`src/rtl/alu_issue_if.sv`:
```
// Handshake and payload bundle between decode, the ALU issue register and execute.
// The slave modport is the issue stage; the master modport is its environment.
interface alu_issue_if #(parameter int XLEN = 32);
    logic            in_valid_i;
    logic            in_ready_o;
    logic [31:0]     Instr_i;
    logic [XLEN-1:0] PC_i;
    logic [XLEN-1:0] RD1_i;
    logic [XLEN-1:0] RD2_i;
    logic            flush_i;
    logic            out_valid_o;
    logic            out_ready_i;
    logic [4:0]      ALUCtrl_o;
    logic [XLEN-1:0] SrcA_o;
    logic [XLEN-1:0] SrcB_o;
    logic [XLEN-1:0] StoreData_o;
    logic [XLEN-1:0] JmpTgt_o;
    logic [4:0]      Rd_o;
    logic            RegWrite_o;
    logic            MemRead_o;
    logic            MemWrite_o;
    logic            Branch_o;
    logic            Jump_o;
    logic            Illegal_o;
    logic [2:0]      BrCond_o;

    modport slave (
        input  in_valid_i, Instr_i, PC_i, RD1_i, RD2_i, flush_i, out_ready_i,
        output in_ready_o, out_valid_o, ALUCtrl_o, SrcA_o, SrcB_o, StoreData_o,
               JmpTgt_o, Rd_o, RegWrite_o, MemRead_o, MemWrite_o, Branch_o,
               Jump_o, Illegal_o, BrCond_o
    );

    modport master (
        output in_valid_i, Instr_i, PC_i, RD1_i, RD2_i, flush_i, out_ready_i,
        input  in_ready_o, out_valid_o, ALUCtrl_o, SrcA_o, SrcB_o, StoreData_o,
               JmpTgt_o, Rd_o, RegWrite_o, MemRead_o, MemWrite_o, Branch_o,
               Jump_o, Illegal_o, BrCond_o
    );
endinterface

```
`src/rtl/alu_issue_stage.sv`:
```
// ID/EX issue register: decodes an RV32I word into ALU control, operands and
// branch/jump target, and holds the result in a single-entry valid/ready register.
module alu_issue_stage #(
    parameter int XLEN = 32
) (
    input  logic        clk_i,
    input  logic        rst_ni,
    alu_issue_if.slave  bus
);
    typedef struct packed {
        logic [4:0]      ctrl;
        logic [XLEN-1:0] srca;
        logic [XLEN-1:0] srcb;
        logic [XLEN-1:0] store;
        logic [XLEN-1:0] tgt;
        logic [4:0]      rd;
        logic            regwrite;
        logic            memread;
        logic            memwrite;
        logic            branch;
        logic            jump;
        logic            illegal;
        logic [2:0]      brcond;
    } payload_t;

    localparam logic [6:0] OPC_OP     = 7'b0110011;
    localparam logic [6:0] OPC_OPIMM  = 7'b0010011;
    localparam logic [6:0] OPC_LOAD   = 7'b0000011;
    localparam logic [6:0] OPC_STORE  = 7'b0100011;
    localparam logic [6:0] OPC_BRANCH = 7'b1100011;
    localparam logic [6:0] OPC_LUI    = 7'b0110111;
    localparam logic [6:0] OPC_AUIPC  = 7'b0010111;
    localparam logic [6:0] OPC_JAL    = 7'b1101111;
    localparam logic [6:0] OPC_JALR   = 7'b1100111;

    logic [31:0]     ins_s;
    logic [6:0]      opcode_s;
    logic [2:0]      funct3_s;
    logic [6:0]      funct7_s;
    logic [4:0]      rd_s;
    logic [XLEN-1:0] imm_i_s, imm_s_s, imm_b_s, imm_u_s, imm_j_s, shamt_s, jalr_sum_s;
    logic            illegal_s;
    payload_t        dec_s;
    payload_t        pay_q;
    logic            valid_q;
    logic            in_ready_s;
    logic            accept_s;

    assign ins_s      = bus.Instr_i;
    assign opcode_s   = ins_s[6:0];
    assign funct3_s   = ins_s[14:12];
    assign funct7_s   = ins_s[31:25];
    assign rd_s       = ins_s[11:7];
    assign imm_i_s    = {{20{ins_s[31]}}, ins_s[31:20]};
    assign imm_s_s    = {{20{ins_s[31]}}, ins_s[31:25], ins_s[11:7]};
    assign imm_b_s    = {{19{ins_s[31]}}, ins_s[31], ins_s[7], ins_s[30:25], ins_s[11:8], 1'b0};
    assign imm_u_s    = {ins_s[31:12], 12'd0};
    assign imm_j_s    = {{11{ins_s[31]}}, ins_s[31], ins_s[19:12], ins_s[20], ins_s[30:21], 1'b0};
    assign shamt_s    = {27'd0, ins_s[24:20]};
    assign jalr_sum_s = bus.RD1_i + imm_i_s;

    // Instruction decode into the next payload; illegal encodings collapse to a bare Illegal flag.
    always_comb begin
        dec_s     = '0;
        illegal_s = 1'b0;
        dec_s.rd  = rd_s;
        case (opcode_s)
            OPC_OP: begin
                dec_s.srca     = bus.RD1_i;
                dec_s.srcb     = bus.RD2_i;
                dec_s.regwrite = 1'b1;
                case ({funct7_s, funct3_s})
                    {7'h00, 3'b000}: dec_s.ctrl = 5'd0;
                    {7'h20, 3'b000}: dec_s.ctrl = 5'd1;
                    {7'h00, 3'b001}: dec_s.ctrl = 5'd2;
                    {7'h00, 3'b010}: dec_s.ctrl = 5'd4;
                    {7'h00, 3'b011}: dec_s.ctrl = 5'd5;
                    {7'h00, 3'b100}: dec_s.ctrl = 5'd6;
                    {7'h00, 3'b101}: dec_s.ctrl = 5'd7;
                    {7'h20, 3'b101}: dec_s.ctrl = 5'd8;
                    {7'h00, 3'b110}: dec_s.ctrl = 5'd11;
                    {7'h00, 3'b111}: dec_s.ctrl = 5'd12;
                    default:         illegal_s  = 1'b1;
                endcase
            end
            OPC_OPIMM: begin
                dec_s.srca     = bus.RD1_i;
                dec_s.srcb     = imm_i_s;
                dec_s.regwrite = 1'b1;
                case (funct3_s)
                    3'b000: dec_s.ctrl = 5'd0;
                    3'b010: dec_s.ctrl = 5'd4;
                    3'b011: dec_s.ctrl = 5'd5;
                    3'b100: dec_s.ctrl = 5'd6;
                    3'b110: dec_s.ctrl = 5'd11;
                    3'b111: dec_s.ctrl = 5'd12;
                    3'b001: begin
                        dec_s.srcb = shamt_s;
                        dec_s.ctrl = 5'd3;
                        illegal_s  = (funct7_s != 7'h00);
                    end
                    3'b101: begin
                        dec_s.srcb = shamt_s;
                        if (funct7_s == 7'h00) begin
                            dec_s.ctrl = 5'd9;
                        end else if (funct7_s == 7'h20) begin
                            dec_s.ctrl = 5'd10;
                        end else begin
                            illegal_s = 1'b1;
                        end
                    end
                    default: illegal_s = 1'b1;
                endcase
            end
            OPC_LOAD: begin
                dec_s.srca     = bus.RD1_i;
                dec_s.srcb     = imm_i_s;
                dec_s.memread  = 1'b1;
                dec_s.regwrite = 1'b1;
            end
            OPC_STORE: begin
                dec_s.srca     = bus.RD1_i;
                dec_s.srcb     = imm_s_s;
                dec_s.store    = bus.RD2_i;
                dec_s.memwrite = 1'b1;
            end
            OPC_BRANCH: begin
                dec_s.ctrl   = 5'd1;
                dec_s.srca   = bus.RD1_i;
                dec_s.srcb   = bus.RD2_i;
                dec_s.branch = 1'b1;
                dec_s.brcond = funct3_s;
                dec_s.tgt    = bus.PC_i + imm_b_s;
                illegal_s    = (funct3_s == 3'b010) || (funct3_s == 3'b011);
            end
            OPC_LUI: begin
                dec_s.srcb     = imm_u_s;
                dec_s.regwrite = 1'b1;
            end
            OPC_AUIPC: begin
                dec_s.srca     = bus.PC_i;
                dec_s.srcb     = imm_u_s;
                dec_s.regwrite = 1'b1;
            end
            OPC_JAL: begin
                dec_s.srca     = bus.PC_i;
                dec_s.srcb     = 32'd4;
                dec_s.jump     = 1'b1;
                dec_s.regwrite = 1'b1;
                dec_s.tgt      = bus.PC_i + imm_j_s;
            end
            OPC_JALR: begin
                dec_s.srca     = bus.PC_i;
                dec_s.srcb     = 32'd4;
                dec_s.jump     = 1'b1;
                dec_s.regwrite = 1'b1;
                dec_s.tgt      = jalr_sum_s & ~32'd1;
                illegal_s      = (funct3_s != 3'b000);
            end
            default: illegal_s = 1'b1;
        endcase
        if (illegal_s) begin
            dec_s         = '0;
            dec_s.illegal = 1'b1;
            dec_s.rd      = rd_s;
        end else begin
            dec_s.regwrite = dec_s.regwrite && (rd_s != 5'd0);
        end
    end

    assign in_ready_s = !valid_q || bus.out_ready_i;
    assign accept_s   = bus.in_valid_i && in_ready_s;

    // Pipeline register: flush wins over accept, retire clears valid when nothing new arrives.
    always_ff @(posedge clk_i or negedge rst_ni) begin
        if (!rst_ni) begin
            valid_q <= 1'b0;
            pay_q   <= '0;
        end else if (bus.flush_i) begin
            valid_q <= 1'b0;
            pay_q   <= '0;
        end else if (accept_s) begin
            valid_q <= 1'b1;
            pay_q   <= dec_s;
        end else if (bus.out_ready_i) begin
            valid_q <= 1'b0;
        end
    end

    assign bus.in_ready_o  = in_ready_s;
    assign bus.out_valid_o = valid_q;
    assign bus.ALUCtrl_o   = pay_q.ctrl;
    assign bus.SrcA_o      = pay_q.srca;
    assign bus.SrcB_o      = pay_q.srcb;
    assign bus.StoreData_o = pay_q.store;
    assign bus.JmpTgt_o    = pay_q.tgt;
    assign bus.Rd_o        = pay_q.rd;
    assign bus.RegWrite_o  = pay_q.regwrite;
    assign bus.MemRead_o   = pay_q.memread;
    assign bus.MemWrite_o  = pay_q.memwrite;
    assign bus.Branch_o    = pay_q.branch;
    assign bus.Jump_o      = pay_q.jump;
    assign bus.Illegal_o   = pay_q.illegal;
    assign bus.BrCond_o    = pay_q.brcond;
endmodule

```
`src/flat_wrapper.sv`:
```
// flat-port wrapper written by rule: the top's interface ports become plain ports
module alu_issue_stage_flat 
#(
    parameter int XLEN = 32
)
  (clk_i, rst_ni, bus_in_valid_i, bus_Instr_i, bus_PC_i, bus_RD1_i, bus_RD2_i, bus_flush_i, bus_out_ready_i, bus_in_ready_o, bus_out_valid_o, bus_ALUCtrl_o, bus_SrcA_o, bus_SrcB_o, bus_StoreData_o, bus_JmpTgt_o, bus_Rd_o, bus_RegWrite_o, bus_MemRead_o, bus_MemWrite_o, bus_Branch_o, bus_Jump_o, bus_Illegal_o, bus_BrCond_o);
  alu_issue_if #(.XLEN(XLEN)) bus_i ();
  input  logic clk_i;
  input  logic rst_ni;
  input wire logic [$bits(bus_i.in_valid_i)-1:0] bus_in_valid_i;
  input wire logic [$bits(bus_i.Instr_i)-1:0] bus_Instr_i;
  input wire logic [$bits(bus_i.PC_i)-1:0] bus_PC_i;
  input wire logic [$bits(bus_i.RD1_i)-1:0] bus_RD1_i;
  input wire logic [$bits(bus_i.RD2_i)-1:0] bus_RD2_i;
  input wire logic [$bits(bus_i.flush_i)-1:0] bus_flush_i;
  input wire logic [$bits(bus_i.out_ready_i)-1:0] bus_out_ready_i;
  output wire logic [$bits(bus_i.in_ready_o)-1:0] bus_in_ready_o;
  output wire logic [$bits(bus_i.out_valid_o)-1:0] bus_out_valid_o;
  output wire logic [$bits(bus_i.ALUCtrl_o)-1:0] bus_ALUCtrl_o;
  output wire logic [$bits(bus_i.SrcA_o)-1:0] bus_SrcA_o;
  output wire logic [$bits(bus_i.SrcB_o)-1:0] bus_SrcB_o;
  output wire logic [$bits(bus_i.StoreData_o)-1:0] bus_StoreData_o;
  output wire logic [$bits(bus_i.JmpTgt_o)-1:0] bus_JmpTgt_o;
  output wire logic [$bits(bus_i.Rd_o)-1:0] bus_Rd_o;
  output wire logic [$bits(bus_i.RegWrite_o)-1:0] bus_RegWrite_o;
  output wire logic [$bits(bus_i.MemRead_o)-1:0] bus_MemRead_o;
  output wire logic [$bits(bus_i.MemWrite_o)-1:0] bus_MemWrite_o;
  output wire logic [$bits(bus_i.Branch_o)-1:0] bus_Branch_o;
  output wire logic [$bits(bus_i.Jump_o)-1:0] bus_Jump_o;
  output wire logic [$bits(bus_i.Illegal_o)-1:0] bus_Illegal_o;
  output wire logic [$bits(bus_i.BrCond_o)-1:0] bus_BrCond_o;
  assign bus_i.in_valid_i = bus_in_valid_i;
  assign bus_i.Instr_i = bus_Instr_i;
  assign bus_i.PC_i = bus_PC_i;
  assign bus_i.RD1_i = bus_RD1_i;
  assign bus_i.RD2_i = bus_RD2_i;
  assign bus_i.flush_i = bus_flush_i;
  assign bus_i.out_ready_i = bus_out_ready_i;
  assign bus_in_ready_o = bus_i.in_ready_o;
  assign bus_out_valid_o = bus_i.out_valid_o;
  assign bus_ALUCtrl_o = bus_i.ALUCtrl_o;
  assign bus_SrcA_o = bus_i.SrcA_o;
  assign bus_SrcB_o = bus_i.SrcB_o;
  assign bus_StoreData_o = bus_i.StoreData_o;
  assign bus_JmpTgt_o = bus_i.JmpTgt_o;
  assign bus_Rd_o = bus_i.Rd_o;
  assign bus_RegWrite_o = bus_i.RegWrite_o;
  assign bus_MemRead_o = bus_i.MemRead_o;
  assign bus_MemWrite_o = bus_i.MemWrite_o;
  assign bus_Branch_o = bus_i.Branch_o;
  assign bus_Jump_o = bus_i.Jump_o;
  assign bus_Illegal_o = bus_i.Illegal_o;
  assign bus_BrCond_o = bus_i.BrCond_o;
  alu_issue_stage #(.XLEN(XLEN)) u_core (.clk_i(clk_i), .rst_ni(rst_ni), .bus(bus_i));
endmodule
```
`config.mk`:
```
export PLATFORM = sky130hd
export DESIGN_NAME = alu_issue_stage_flat
export DESIGN_NICKNAME = d
export VERILOG_FILES = /design/src/rtl/alu_issue_if.sv /design/src/rtl/alu_issue_stage.sv /design/src/flat_wrapper.sv
export SDC_FILE = /design/constraint.sdc
export NUM_CORES = 1
export LEC_CHECK = 0
export ABC_AREA = 1
export BUFFER_PORTS_ARGS = -buffer_cell sky130_fd_sc_hd__clkbuf_2
export CAP_MARGIN = 20
export CORE_MARGIN = 2
export CORE_UTILIZATION = 24
export DETAILED_ROUTE_END_ITERATION = 8
export PLACE_DENSITY = 0.42
export SLEW_MARGIN = 20
export SYNTH_ARGS = -nofsm -noshare
export SYNTH_HDL_FRONTEND = slang
export SYNTH_SLANG_ARGS = --single-unit
```
`constraint.sdc`:
```
create_clock -name clk_i -period 1.5 [get_ports clk_i]
set_input_delay 0.3 -clock clk_i [delete_from_list [all_inputs] [get_ports clk_i]]
set_output_delay 0.3 -clock clk_i [all_outputs]
set_load 0.01 [all_outputs]
```
==> out/qor.yml <==
std_cell_rows: 80
rsz0062_at_grt: "yes"
antenna_found_initial: 2
crit_chain: "clkbuf_16, inv_12, nand2_8, nor2_4, nand2_4, nor2_4, buf_12, buf_12, o21ai_4, ha_4, fa_2, nand2_1, nand3b_1, nand2_1, nand2_2, or2_4, nand3_2, nand2_1, nand2_1, nand2_1"
fillers: 5143
nets: 2686
failed_checks: "setup timing"
core_area_um2: 47900
hold_depth: 3
syn-mean-instance-area_um2: 6.18
irDropWorstVdd_mv: 0.915
path_max_fanout: 6
hold_start: "bus_RD2_i[7]"
multi_input_comb_area_um2: 8110
synthDistinctLibCells: 43
final_cell_area_um2: 19000
grt_pass1_wl_mm: 84.2
clk_pin_slew_ps: 70
ys.flop_type: "dfrtp_1"
port_buffers: 280
worstHoldPathType: "in -> reg"
synth.largest_area_cell: "dfrtp_1"
yosys.area.top_type_share_pct: 31.5
grt_pass1_vias: 14000
cts.sinks: 147
stdcell_count: 3115
fin_hold_ws_ps: 38.0
start_util_pct: 24.4
ys_ff_latch: 147
synth_warnings: 0
p_per_area_nw_per_um2: 649
h-tree-depth: 4
vias_per_cell: 4.56
setup_ws_ps: -793
max_slew_margin_pct: 66.4
drtIter0Drc: 900
reg2reg_depth: 12
netlist_area_um2: 11700
cts.path.max_buffers: 2
n_antenna_cell: 0
slowest_stage: "fa_2"
hold_viol_final: 0
placedInstanceArea_um2: 16300
area_growth_pct: 62.3
startpoint_type: "primary input"
whs_endpoint: "u_core.bus.StoreData_o[7]"
gr-total-overflow: 0
routed_wl_mm: 57.0
power.leakage_nw: 10.7
die_y_um: 225
crit_top_cell: "nand2_1"
setup_violations: 135
grt_max_degree: 41
layout-drive-gt1-share_pct: 38.5
syn_inst: 1892
layout.area.seq_um2: 3680
placed_cells: 3027
synth.area.top_cells: "dfrtp_1 31%, nand2_1 27%, inv_1 8.7%, ha_1 6.9%, nand3_1 4.2%"
grtUsageTotal_pct: 22.4
path_class: "in -> reg"
rr_startpoint: "u_core.bus.out_valid_o"
clock-root-buffer: "clkbuf_16"
synth_edf_count: 0
clock_skew_ps: 13.6
worstMarginPinSlew_ps: 502
crit_buf_inv: 4
post-place-ws_ps: -1450
timing.rr.end: "u_core.bus.StoreData_o[11]"
ant_nets: 0
die-area_um2: 50500
drcViolationCount: 0
cts_buffers: 17
cts_tree: "built"
max_freq_mhz: 436
crit_family: "simple AND/OR/NAND/NOR gates"
fin_crit_ps: 2290
synth_fp_nets: 2091
clk_latency_ps: 480
status: "complete, but fails checks"
async_reset_ff_share_pct: 100
reg2reg_slack_ps: -170
fin_setup_tns_ps: -32380
fin_total_pwr_mw: 12.3
die_w_um: 225
crit_required_ps: 1870
endpoint_kind: "flip-flop"
routabilityCongestion: 0.888
drv_cap: 0
hpwl_mm: 45.5
dr.pass1.iters: 5
post-route-period-util_pct: 153
fin_util_pct: 39.5
arrival_ps: 2660
pin_count: 282
wl_per_cell_um: 18.3
max_stage_delay_ps: 390
seq_area_frac_synth_pct: 31.5
slew_violations: 0
route.vias.total: 14200
cell usage after synthesis (all sizes together), types with 2 or more instances:
library cell  number
nand3            100
clkinv             2
nor3              16
a22oi             39
dfrtp            147
and2               4
xnor2              4
nand3b            13
nor2             115
fa                 2
o21ai            102
or2               12
and3               2
clkbuf            32
o211ai             6
a32oi              2
o21bai             3
xor2               2
nor3b              8
o22ai              3
a21oi             60
buf               15
a21o               3
ha                64
inv              276
o31ai              3
nand2            845
nand4              7
kinds of logic (layout without fill, tap and decap cells):
group                    Yosys count  after routing  share of synthesized area, %
buffers and inverters            325            932                          10.9
adder cells (fa/ha/maj)           66             66                          7.20
AO/OA/AOI/OAI                    224            224                          10.9
AND/OR/NAND/NOR                 1122           1123                          38.9
flip-flops                       147            147                          31.5
other                              1              1                        0.0321
XOR/XNOR                           6              6                         0.450
multiplexers                       1              1                        0.0964
repair_timing:
action                                  4_1_cts  5_1_grt
endpoints found under the setup margin      140      141
buffers inserted                             28       23
pin swaps                                    47       68
endpoints found under the hold margin        40        0
gates cloned                                  8        6
gates resized for setup                     145      256
hold buffers                                  2        0
layout make-up:
cell class                      count  share of cell area [%]
Multi-Input combinational cell   1421                    42.8
Clock inverter                     14                   0.759
Sequential cell                   147                    19.4
Clock buffer                       18                    2.32
Timing Repair inverter              1                  0.0330
Tap cell                          615                    4.06
Inverter                          278                    5.76
Timing Repair Buffer              621                    24.9
power breakdown:
part	internal [mW]	switching [mW]
Clock	2.37	2.09
Combinational	1.66	2.20
Sequential	3.98	0.00880
flip-flops by register name, summed over array words and instances, names as in the netlist:
register,count
u_core.bus.SrcB_o,32
u_core.bus.out_valid_o,1
u_core.bus.Branch_o,1
u_core.bus.StoreData_o,32
u_core.bus.RegWrite_o,1
u_core.bus.Rd_o,5
u_core.bus.ALUCtrl_o,4
u_core.bus.JmpTgt_o,32
u_core.bus.MemRead_o,1
u_core.bus.Illegal_o,1
u_core.bus.MemWrite_o,1
u_core.bus.SrcA_o,32
u_core.bus.Jump_o,1
u_core.bus.BrCond_o,3
layout by cell type (no fill, tap or decap), drive strengths merged, types with 8 or more instances in the layout:
cell type / n
a22oi: 39
ha: 64
nand3: 100
nor3: 16
inv: 282
a21oi: 60
o21ai: 102
clkbuf: 298
or2: 12
nor3b: 8
nor2: 116
nand2: 845
dfrtp: 147
nand3b: 13
buf: 338
worst register-to-register path, delay by kind of cell, from the launching register on:
| family | cells | cell delay [ps] |
|---|---|---|
| buffers and inverters | 5 | 690 |
| DFF | 1 | 380 |
| and+or+nand+nor | 7 | 530 |
worst max path at each step:
| stage | from | end | slack [ps] | cells past startpoint |
|---|---|---|---|---|
| floorplan | bus_Instr_i[4] | u_core.bus.JmpTgt_o[11] | -930 | 18 |
| global placement | bus_Instr_i[4] | u_core.bus.JmpTgt_o[25] | -1460 | 23 |
| detailed placement | bus_Instr_i[4] | u_core.bus.JmpTgt_o[25] | -1450 | 23 |
| CTS | bus_Instr_i[4] | u_core.bus.JmpTgt_o[11] | -740 | 20 |
| global route | bus_Instr_i[4] | u_core.bus.JmpTgt_o[23] | -910 | 24 |
| finish | bus_Instr_i[4] | u_core.bus.JmpTgt_o[15] | -790 | 20 |
metal layers:
| metal | part of all wire [%] | vias to the layer above | track usage, % |
|---|---|---|---|
| met5 | 0.044 | - | 0 |
| met4 | 1.6 | 4 | 4.98 |
| met3 | 5.4 | 51 | 4.95 |
| met2 | 47 | 313 | 37.3 |
| met1 | 46 | 6700 | 29.5 |
| li1 | - | 7145 | - |
Note: power is estimated with default switching activity, not from simulation.
